$ cat config.mk
export PLATFORM = sky130hd
export DESIGN_NAME = voice_allocator
export DESIGN_NICKNAME = d
export VERILOG_FILES = /design/src/rtl/voice_allocator.sv
export SDC_FILE = /design/constraint.sdc
export NUM_CORES = 1
export LEC_CHECK = 0
export ABC_AREA = 1
export BUFFER_PORTS_ARGS = -buffer_cell sky130_fd_sc_hd__buf_2
export CORE_MARGIN = 4
export CORE_UTILIZATION = 45
export CTS_BUF_LIST = sky130_fd_sc_hd__clkbuf_8
export CTS_CLUSTER_SIZE = 12
export DETAILED_ROUTE_END_ITERATION = 8
export GPL_TIMING_DRIVEN = 0
export HOLD_SLACK_MARGIN = 0.08
export PLACE_DENSITY_LB_ADDON = 0.05
export SLEW_MARGIN = 20
export SYNTH_ARGS = -nofsm -noshare
export SYNTH_HDL_FRONTEND = slang
export SYNTH_SLANG_ARGS = --single-unit
$ cat constraint.sdc
create_clock -name clk -period 3.8 [get_ports clk]
set_input_delay 0.57 -clock clk [delete_from_list [all_inputs] [get_ports clk]]
set_output_delay 0.57 -clock clk [all_outputs]
set_load 0.005 [all_outputs]
$ cat src/rtl/voice_allocator.sv
// -----------------------------------------------------------------------------
// voice_allocator
//
// Purpose:
//   Sits between the command register and the oscillator bank manager.
//   Note-on/note-off commands are queued in a small FIFO, assigned to one of
//   NUM_VOICES voice slots, and sent to the bank one at a time over a
//   valid/ready handshake. A per-voice table holds the active flag and note
//   number, and an age counter when voice stealing is built in.
//
// Build option:
//   VOICE_STEAL_EN - when defined, a note-on that arrives with every voice busy
//                    (and no voice already on the same note) takes over the
//                    oldest voice and pulses o_steal. When undefined, such a
//                    note-on is discarded with an o_drop pulse, o_steal stays 0
//                    and the age counters are not built.
//
// Ports:
//   clk            system clock
//   reset          asynchronous, active-high reset
//   i_cmd_valid    one-cycle command strobe
//   i_cmd[15:0]    [15]=1 on/0 off, [14:8]=note, [7]=reserved, [6:0]=velocity
//   o_cmd_ready    command queue has room
//   o_drop         one-cycle pulse: a command was discarded
//   o_voice_valid  command to the bank is valid
//   i_voice_ready  bank accepts the command
//   o_voice_idx    target voice slot
//   o_voice_on     1 = start/retrigger, 0 = release
//   o_voice_note   note number
//   o_voice_vel    velocity (0 on release)
//   o_steal        one-cycle pulse when a busy voice is taken over
//   o_active_mask  bit v set = voice v active
// -----------------------------------------------------------------------------
module voice_allocator #(
  parameter int NUM_VOICES  = 8,
  parameter int VOICE_W     = 3,
  parameter int QUEUE_DEPTH = 4,
  parameter int AGE_W       = 8
) (
  input  logic                  clk,
  input  logic                  reset,
  input  logic                  i_cmd_valid,
  input  logic [15:0]           i_cmd,
  output logic                  o_cmd_ready,
  output logic                  o_drop,
  output logic                  o_voice_valid,
  input  logic                  i_voice_ready,
  output logic [VOICE_W-1:0]    o_voice_idx,
  output logic                  o_voice_on,
  output logic [6:0]            o_voice_note,
  output logic [6:0]            o_voice_vel,
  output logic                  o_steal,
  output logic [NUM_VOICES-1:0] o_active_mask
);

  localparam int             PTR_W      = $clog2(QUEUE_DEPTH);
  localparam logic [PTR_W:0] FULL_COUNT = (PTR_W + 1)'(QUEUE_DEPTH);

  typedef enum logic [1:0] {
    IDLE   = 2'd0,
    LOOKUP = 2'd1,
    ISSUE  = 2'd2
  } state_t;

  state_t state_reg, state_next;

  // ---------------------------------------------------------------------------
  // Command queue. The reserved bit is not stored: entries are {on, note, vel}.
  // ---------------------------------------------------------------------------
  logic [14:0]      fifo_mem [QUEUE_DEPTH];
  logic [PTR_W-1:0] wr_ptr_reg, rd_ptr_reg;
  logic [PTR_W:0]   count_reg, count_next;
  logic             cmd_ready_reg;
  logic [14:0]      work_cmd_reg;
  logic             push, pop;
  logic             cmd_reserved_unused;

  assign cmd_reserved_unused = i_cmd[7];

  assign push = i_cmd_valid && cmd_ready_reg;
  assign pop  = (state_reg == IDLE) && (count_reg != '0);

  always_comb begin
    count_next = count_reg;
    if (push && !pop) begin
      count_next = count_reg + 1'b1;
    end else if (!push && pop) begin
      count_next = count_reg - 1'b1;
    end
  end

  always_ff @(posedge clk) begin
    if (push) begin
      fifo_mem[wr_ptr_reg] <= {i_cmd[15:8], i_cmd[6:0]};
    end
  end

  // Ready is registered from the post-update occupancy, so it is 0 during
  // reset and rises on the first edge after reset is released.
  always_ff @(posedge clk or posedge reset) begin
    if (reset) begin
      wr_ptr_reg    <= '0;
      rd_ptr_reg    <= '0;
      count_reg     <= '0;
      cmd_ready_reg <= 1'b0;
      work_cmd_reg  <= '0;
    end else begin
      if (push) begin
        wr_ptr_reg <= wr_ptr_reg + 1'b1;
      end
      if (pop) begin
        rd_ptr_reg   <= rd_ptr_reg + 1'b1;
        work_cmd_reg <= fifo_mem[rd_ptr_reg];
      end
      count_reg     <= count_next;
      cmd_ready_reg <= (count_next != FULL_COUNT);
    end
  end

  // Velocity 0 on a note-on is a release.
  logic       work_is_on;
  logic [6:0] work_note, work_vel;

  assign work_note  = work_cmd_reg[13:7];
  assign work_vel   = work_cmd_reg[6:0];
  assign work_is_on = work_cmd_reg[14] && (work_vel != 7'd0);

  // ---------------------------------------------------------------------------
  // Voice table
  // ---------------------------------------------------------------------------
  logic [NUM_VOICES-1:0] active_reg, active_next, match_vec;
  logic [6:0]            tbl_note_reg  [NUM_VOICES];
  logic [6:0]            tbl_note_next [NUM_VOICES];

  logic [VOICE_W-1:0] out_idx_reg;
  logic               out_on_reg;
  logic [6:0]         out_note_reg, out_vel_reg;
  logic               handshake;

  assign handshake = (state_reg == ISSUE) && i_voice_ready;

`ifdef VOICE_STEAL_EN
  localparam logic [AGE_W-1:0] AGE_MAX = '1;
  logic [AGE_W-1:0] age_reg  [NUM_VOICES];
  logic [AGE_W-1:0] age_next [NUM_VOICES];
`else
  localparam int age_w_unused = AGE_W;
`endif

  generate
    for (genvar gi = 0; gi < NUM_VOICES; gi++) begin : g_voice
      logic sel;
      assign sel               = handshake && (out_idx_reg == VOICE_W'(gi));
      assign match_vec[gi]     = active_reg[gi] && (tbl_note_reg[gi] == work_note);
      assign active_next[gi]   = sel ? out_on_reg : active_reg[gi];
      assign tbl_note_next[gi] = (sel && out_on_reg) ? out_note_reg : tbl_note_reg[gi];
`ifdef VOICE_STEAL_EN
      // The target restarts at 0; on a note-on every other active voice ages.
      assign age_next[gi] = sel ? '0 :
                            (handshake && out_on_reg && active_reg[gi] &&
                             (age_reg[gi] != AGE_MAX)) ? age_reg[gi] + 1'b1 :
                            age_reg[gi];
`endif
    end
  endgenerate

  always_ff @(posedge clk or posedge reset) begin
    if (reset) begin
      active_reg   <= '0;
      tbl_note_reg <= '{default: '0};
`ifdef VOICE_STEAL_EN
      age_reg      <= '{default: '0};
`endif
    end else begin
      active_reg   <= active_next;
      tbl_note_reg <= tbl_note_next;
`ifdef VOICE_STEAL_EN
      age_reg      <= age_next;
`endif
    end
  end

  // Lowest-index matching voice and lowest-index free voice: scanning downward
  // lets the lowest index overwrite earlier hits.
  logic [VOICE_W-1:0] match_idx, free_idx;
  logic               match_any, free_any;

  assign match_any = |match_vec;
  assign free_any  = ~&active_reg;

  always_comb begin
    match_idx = '0;
    free_idx  = '0;
    for (int v = NUM_VOICES - 1; v >= 0; v--) begin
      if (match_vec[v]) begin
        match_idx = VOICE_W'(v);
      end
      if (!active_reg[v]) begin
        free_idx = VOICE_W'(v);
      end
    end
  end

`ifdef VOICE_STEAL_EN
  // Oldest voice; the strict compare keeps ties on the lowest index.
  logic [VOICE_W-1:0] oldest_idx;
  logic [AGE_W-1:0]   oldest_age;

  always_comb begin
    oldest_idx = '0;
    oldest_age = age_reg[0];
    for (int v = 1; v < NUM_VOICES; v++) begin
      if (age_reg[v] > oldest_age) begin
        oldest_age = age_reg[v];
        oldest_idx = VOICE_W'(v);
      end
    end
  end
`endif

  // ---------------------------------------------------------------------------
  // FSM
  // ---------------------------------------------------------------------------
  logic               lookup_go, lookup_drop, lookup_steal;
  logic [VOICE_W-1:0] lookup_idx;

  always_ff @(posedge clk or posedge reset) begin
    if (reset) begin
      state_reg <= IDLE;
    end else begin
      state_reg <= state_next;
    end
  end

  always_comb begin
    state_next   = state_reg;
    lookup_go    = 1'b0;
    lookup_drop  = 1'b0;
    lookup_steal = 1'b0;
    lookup_idx   = '0;
    case (state_reg)
      IDLE: begin
        if (count_reg != '0) begin
          state_next = LOOKUP;
        end
      end
      LOOKUP: begin
        if (work_is_on) begin
          if (match_any) begin
            lookup_go  = 1'b1;
            lookup_idx = match_idx;
          end else if (free_any) begin
            lookup_go  = 1'b1;
            lookup_idx = free_idx;
          end else begin
`ifdef VOICE_STEAL_EN
            lookup_go    = 1'b1;
            lookup_steal = 1'b1;
            lookup_idx   = oldest_idx;
`else
            lookup_drop  = 1'b1;
`endif
          end
        end else if (match_any) begin
          // A release with no matching voice is dropped without o_drop.
          lookup_go  = 1'b1;
          lookup_idx = match_idx;
        end
        state_next = lookup_go ? ISSUE : IDLE;
      end
      ISSUE: begin
        if (i_voice_ready) begin
          state_next = IDLE;
        end
      end
      default: state_next = IDLE;
    endcase
  end

  logic drop_reg, steal_reg;

  always_ff @(posedge clk or posedge reset) begin
    if (reset) begin
      out_idx_reg  <= '0;
      out_on_reg   <= 1'b0;
      out_note_reg <= '0;
      out_vel_reg  <= '0;
      drop_reg     <= 1'b0;
      steal_reg    <= 1'b0;
    end else begin
      drop_reg  <= (i_cmd_valid && !cmd_ready_reg) || lookup_drop;
      steal_reg <= lookup_steal;
      if (lookup_go) begin
        out_idx_reg  <= lookup_idx;
        out_on_reg   <= work_is_on;
        out_note_reg <= work_note;
        out_vel_reg  <= work_is_on ? work_vel : 7'd0;
      end
    end
  end

  assign o_cmd_ready   = cmd_ready_reg;
  assign o_drop        = drop_reg;
  assign o_voice_valid = (state_reg == ISSUE);
  assign o_voice_idx   = out_idx_reg;
  assign o_voice_on    = out_on_reg;
  assign o_voice_note  = out_note_reg;
  assign o_voice_vel   = out_vel_reg;
  assign o_steal       = steal_reg;
  assign o_active_mask = active_reg;

endmodule
==> out/qor.yml, run 1 <==
drv_slew: 0
ctsResizeCount: 0
clockBufferDepth: 2
hold_end: "fifo_mem[1][10]"
drive_gt1_share_pct: 14.05
finalCriticalPeriod_ns: 2.058
synth_top_area_share_pct: 34.62
htreeDepth: 4
path_clk_slew_ns: 0.10
ant_nets: 0
cts_setup_buffers: 0
reg2reg_to: "o_voice_vel[4]"
cellLeakagePower_nw: 4.009
ys_seq_elements: 168
cp_slowest_cell: "dfrtp_1"
io_pins: 50
synth.most_common_cell: "nand2_1"
synth-edff-count: 60
instances_no_fill: 1195
insertion_delay_ns: 0.48
cp.arrival_ns: 2.47
synth_area_leaders: "dfrtp_1 35%, edfxtp_1 23%, nand2_1 14%, o21ai_0 7.1%, inv_1 5.0%"
cts.root.buffer_cell: "clkbuf_8"
yosysTopAreaCell: "dfrtp_1"
hold_path_class: "in -> reg"
fp.coreArea_um2: 16820
r2r_setup_slack_ns: 1.74
grt_pass1_vias: 5728
max_stage_delay_ns: 0.37
synthFlopType: "dfrtp_1"
reg2regPathDepth: 14
portBuffers: 47
initial_core_util_pct: 46.41
n_antenna_cell: 0
finalNetCount: 989
tightest_slew_ns: 0.6011
largest_reg_flops: 60
reg2reg_from: "work_cmd_reg[13]"
fillers: 1598
hp-start: "i_cmd[11]"
final_hold_viol_count: 0
drcViolationCount: 0
max-slew-margin-rel_pct: 59.93
seq_area_frac_synth_pct: 57.70
pre_cts_slack_ns: 1.627
period_share_pct: 54.16
max_freq_mhz: 485.9
cp_common_cell: "nand2_1"
syn_area_per_cell_um2: 8.771
grt_max_degree: 72
grt_setup_unrepaired: "no"
holdPathStages: 1
gp_congestion: 0.8269
synthCells: 890
clock_sinks: 168
crit_type: "reg -> reg"
ys_types: 35
wire_per_inst_um: 16.95
synth_warnings: 0
dp_cells: 1162
grt_pass1_wl_um: 32130
drt_iter0_drc: 371
synth_common_cells: "281 x nand2_1, 110 x o21ai_0, 108 x dfrtp_1"
viasPerCell: 4.942
core.rowCount: 47
die_h_um: 139.7
routed_wl_um: 20250
required_ns: 4.22
drt_first_pass_iters: 5
final.setup.worst_slack_ns: 1.742
antenna_found_initial: 0
worstSetupStartpointType: "register"
area_growth_pct: 12.89
finalClockSkew_ns: 0.01847
finalPower_mw: 6.934
fp.dieArea_um2: 19520
status: "finished clean"
grt-ovfl-total: 0
die_w_um: 139.7
synthesis.area_um2: 7806
finalSetupViolations: 0
num_vias: 5906
power.density_nw_per_um2: 786.8
ctsHoldBuffers: 1
path_cells: "buf_4 -> inv_2 -> nand2_1 -> nand2_1 -> nand2_1 -> nor2_1 -> nand2_1 -> nand2_1 -> nor2_4 -> nand3_4 -> nand2_8 -> nor2_4 -> nand2_1 -> nand2_1"
track_usage_pct: 21.53
synth-async-reset-ratio_pct: 64.29
ir_drop_uv: 357.6
cts_buffers: 17
max_cap_violations: 0
cp_max_fo: 10
hpwl_um: 13630
cts_tree: "yes"
synth_fp_nets: 917
end_kind: "register"
[layout make-up]
cell class	count	area, µm²	area share [%]
clock inverter	15	163.9	1.860
multi-input combinational	581	2693	30.56
buffer	31	193.9	2.201
tap	220	275.3	3.124
timing repair buffer	53	317.8	3.606
clock buffer	17	234.0	2.655
sequential	168	4504	51.11
inverter	110	430.4	4.884
[placed cells by master, fill, tap and decap left out, drive strengths merged]
cell,instances
nand2,297
inv,123
o21ai,119
dfrtp,108
nor2,93
buf,63
edfxtp,60
clkbuf,37
nand3,14
o22ai,12
xnor2,9
ha,7
a21oi,6
nand4,5
a31oi,5
nor3,4
xor2,4
clkinv,2
o211ai,1
or2,1
and2,1
o221ai,1
nand3b,1
conb,1
dlygate4sd3,1
[power by group]
part           switching [mW]  internal, mW  leakage, nW  total, mW
logic                    1.97         0.985         1.85       2.96
clock network           0.786         0.506        0.206       1.29
registers               0.305          2.38         1.96       2.68
[cell families (layout without fill, tap and decap cells)]
family                   Yosys count  in the layout  share of synthesized area (%)
other                              1              1                        0.04804
flip-flops                       168            168                          57.70
adder cells (fa/ha/maj)            7              7                          1.122
AND/OR/NAND/NOR                  416            416                          21.77
XOR/XNOR                          13             13                          1.459
buffers and inverters            141            226                          7.934
AO/OA/AOI/OAI                    144            144                          9.970
[worst max-delay path: cells and delay by family (launching register included)]
kind / cells / cell delay (ns)
buffers and inverters: 2 / 0.45
DFF: 1 / 0.37
and+or+nand+nor: 12 / 1.18
[layer usage]
metal | global-route usage [%] | vias up | routed length, µm
li1 | - | 2972 | -
met1 | 29.71 | 2766 | 9283
met2 | 35.15 | 136 | 9749
met3 | 3.465 | 32 | 819
met4 | 6.680 | 0 | 401
met5 | 0 | - | 0
[how the worst max path moves through the flow]
stage	from	end	slack, ns	cells past startpoint
5_1_grt	work_cmd_reg[13]	o_voice_vel[1]	1.55	14
3_5_place_dp	i_voice_ready	tbl_note_reg[7]	1.63	9
2_1_floorplan	reset	count_reg[0]	0.38	1
4_1_cts	work_cmd_reg[13]	o_voice_vel[4]	1.76	14
6_report	work_cmd_reg[13]	o_voice_vel[4]	1.74	14
3_3_place_gp	reset	o_voice_idx[0]	-1.09	2
[through the flow]
step	hold slack (ns)	TNS [ns]	cell area, µm²	util (%)
2_1_floorplan	0.4419	0	7806	-
3_3_place_gp	0.4646	-117.17	8317	49.45
3_5_place_dp	0.4590	0	8404	49.97
4_1_cts	0.2809	0	8812	52.40
5_1_grt	0.2823	0	8812	52.40
6_report	0.3038	0	8812	52.40
Power figures use the tool's default switching activity.
==> run 2: changes to the inputs <==
==> constraint.sdc (replaced) <==
create_clock -name clk -period 2.1 [get_ports clk]
set_input_delay 0.315 -clock clk [delete_from_list [all_inputs] [get_ports clk]]
set_output_delay 0.315 -clock clk [all_outputs]
set_load 0.005 [all_outputs]
==> out/qor.yml, run 2 (synthesis results as in run 1) <==
status: "finished clean"
grt-ovfl-total: 0
grt_pass1_wl_um: 32730
num_vias: 6011
max_stage_delay_ns: 0.35
grt_pass1_vias: 5771
grt_setup_unrepaired: "yes"
mostFrequentLayoutCells: "277 x nand2_1, 110 x o21ai_0, 108 x dfrtp_1, 102 x inv_1, 81 x nor2_1"
antenna_found_initial: 0
cts_tree: "yes"
period_share_pct: 93.77
final_hold_viol_count: 0
path_clk_slew_ns: 0.10
initial_core_util_pct: 46.41
path_cells: "buf_6 -> inv_8 -> buf_12 -> clkbuf_16 -> a21oi_1 -> nand3_1 -> nor2_1 -> nand2_1 -> nand2_2 -> nor2_4 -> nand3_4 -> nand2_8 -> nor2_4 -> nand2_1 -> nand2_1"
pre_cts_slack_ns: 0.02452
cp_max_fo: 8
wire_per_inst_um: 17.14
core.rowCount: 47
clockBufferDepth: 2
end_kind: "register"
path_buf_inv: 4
die_h_um: 139.7
drcViolationCount: 0
worstSetupStartpointType: "register"
max-slew-margin-rel_pct: 53.31
viasPerCell: 4.915
ir_drop_uv: 634.1
routed_wl_um: 20960
io_pins: 50
max_cap_violations: 0
fp.coreArea_um2: 16820
die_w_um: 139.7
portBuffers: 47
htreeDepth: 4
grt_max_degree: 31
finalNetCount: 1017
cp.arrival_ns: 2.37
crit_type: "reg -> reg"
finalSetupViolations: 0
hold_path_class: "in -> reg"
area_growth_pct: 18.27
hpwl_um: 14040
finalCriticalPeriod_ns: 1.969
cts_buffers: 17
largest_reg_flops: 60
finalClockSkew_ns: 0.01926
n_antenna_cell: 0
max_freq_mhz: 507.8
cellLeakagePower_nw: 4.176
final.setup.worst_slack_ns: 0.1309
cp_common_cell: "nand2_1"
tightest_slew_ns: 0.6989
dp_cells: 1164
drive_gt1_share_pct: 15.75
cp_slowest_cell: "dfrtp_1"
clock_sinks: 168
cts.root.buffer_cell: "clkbuf_8"
fp.dieArea_um2: 19520
instances_no_fill: 1223
track_usage_pct: 21.81
gp_congestion: 0.8910
drv_slew: 0
required_ns: 2.50
power.density_nw_per_um2: 1415
ant_nets: 0
insertion_delay_ns: 0.47
cp_top_family: "simple AND/OR/NAND/NOR gates"
drt_first_pass_iters: 5
drt_iter0_drc: 472
final_common_cell: "nand2_1"
## run 2: worst register-to-register path, delay by kind of cell, from the launching register on
kind / cells / cell delay, ns
compound gates: 1 / 0.13
buf+inv: 4 / 0.42
simple gates: 10 / 1.04
flops: 1 / 0.35
## run 2: timing repair
action                     CTS  global route
hold buffers                16             0
buffers inserted             0            10
pin swaps                    0            10
hold endpoints to repair    86             0
gates resized for setup      1            34
cloned                       0             1
setup endpoints to repair    1            43
## run 2: final timing paths
kind / slack, ns / depth (start not counted) / startpoint / to
worst max-delay path: 0.13 / 15 / work_cmd_reg[7] / o_voice_vel[2]
worst min-delay path: 0.10 / 3 / i_cmd_valid / o_drop
worst max register to register: 0.13 / 15 / work_cmd_reg[7] / o_voice_vel[2]
worst min register to register: 0.50 / 2 / work_cmd_reg[6] / o_voice_vel[6]
max in group asynchronous: 0.82 / 5 / reset / o_voice_vel[0]
min in group asynchronous: 0.49 / 3 / reset / tbl_note_reg[17]
## run 2: cell type report
cell class / count / area [µm²]
plain buffers: 31 / 225.2
clock buffers: 17 / 234.0
clock inverters: 15 / 177.7
fillers: 1604 / 7586
inverters: 110 / 479.2
multi-input cells: 581 / 2720
flip-flops and latches: 168 / 4504
well taps: 220 / 275.3
repair buffers: 81 / 616.8
## run 2: metrics by stage
| stage | hold WS [ns] | instance area [µm²] | util (%) | setup TNS [ns] | total power, mW |
|---|---|---|---|---|---|
| after floorplan | 0.4139 | 7810 | - | 0 | 8.413 |
| after global placement | 0.4731 | 8320 | 49.47 | -48.91 | 10.23 |
| after detailed placement | 0.4601 | 8439 | 50.18 | 0 | 10.35 |
| after CTS | 0.08431 | 9014 | 53.59 | 0 | 12.77 |
| after global routing | 0.09713 | 9233 | 54.90 | -0.06563 | 14.04 |
| final | 0.1035 | 9233 | 54.90 | 0 | 13.06 |
## run 2: routing by layer
layer | wire length (µm) | global-route usage, %
met3 | 766 | 4.494
met1 | 9465 | 28.75
met4 | 198 | 4.233
met5 | 0 | 0
met2 | 10530 | 37.68
## run 2: power by group
part / internal [mW] / total [mW] / switching, mW
Combinational: 2.09 / 5.80 / 3.72
Clock: 0.929 / 2.38 / 1.45
Sequential: 4.30 / 4.88 / 0.574
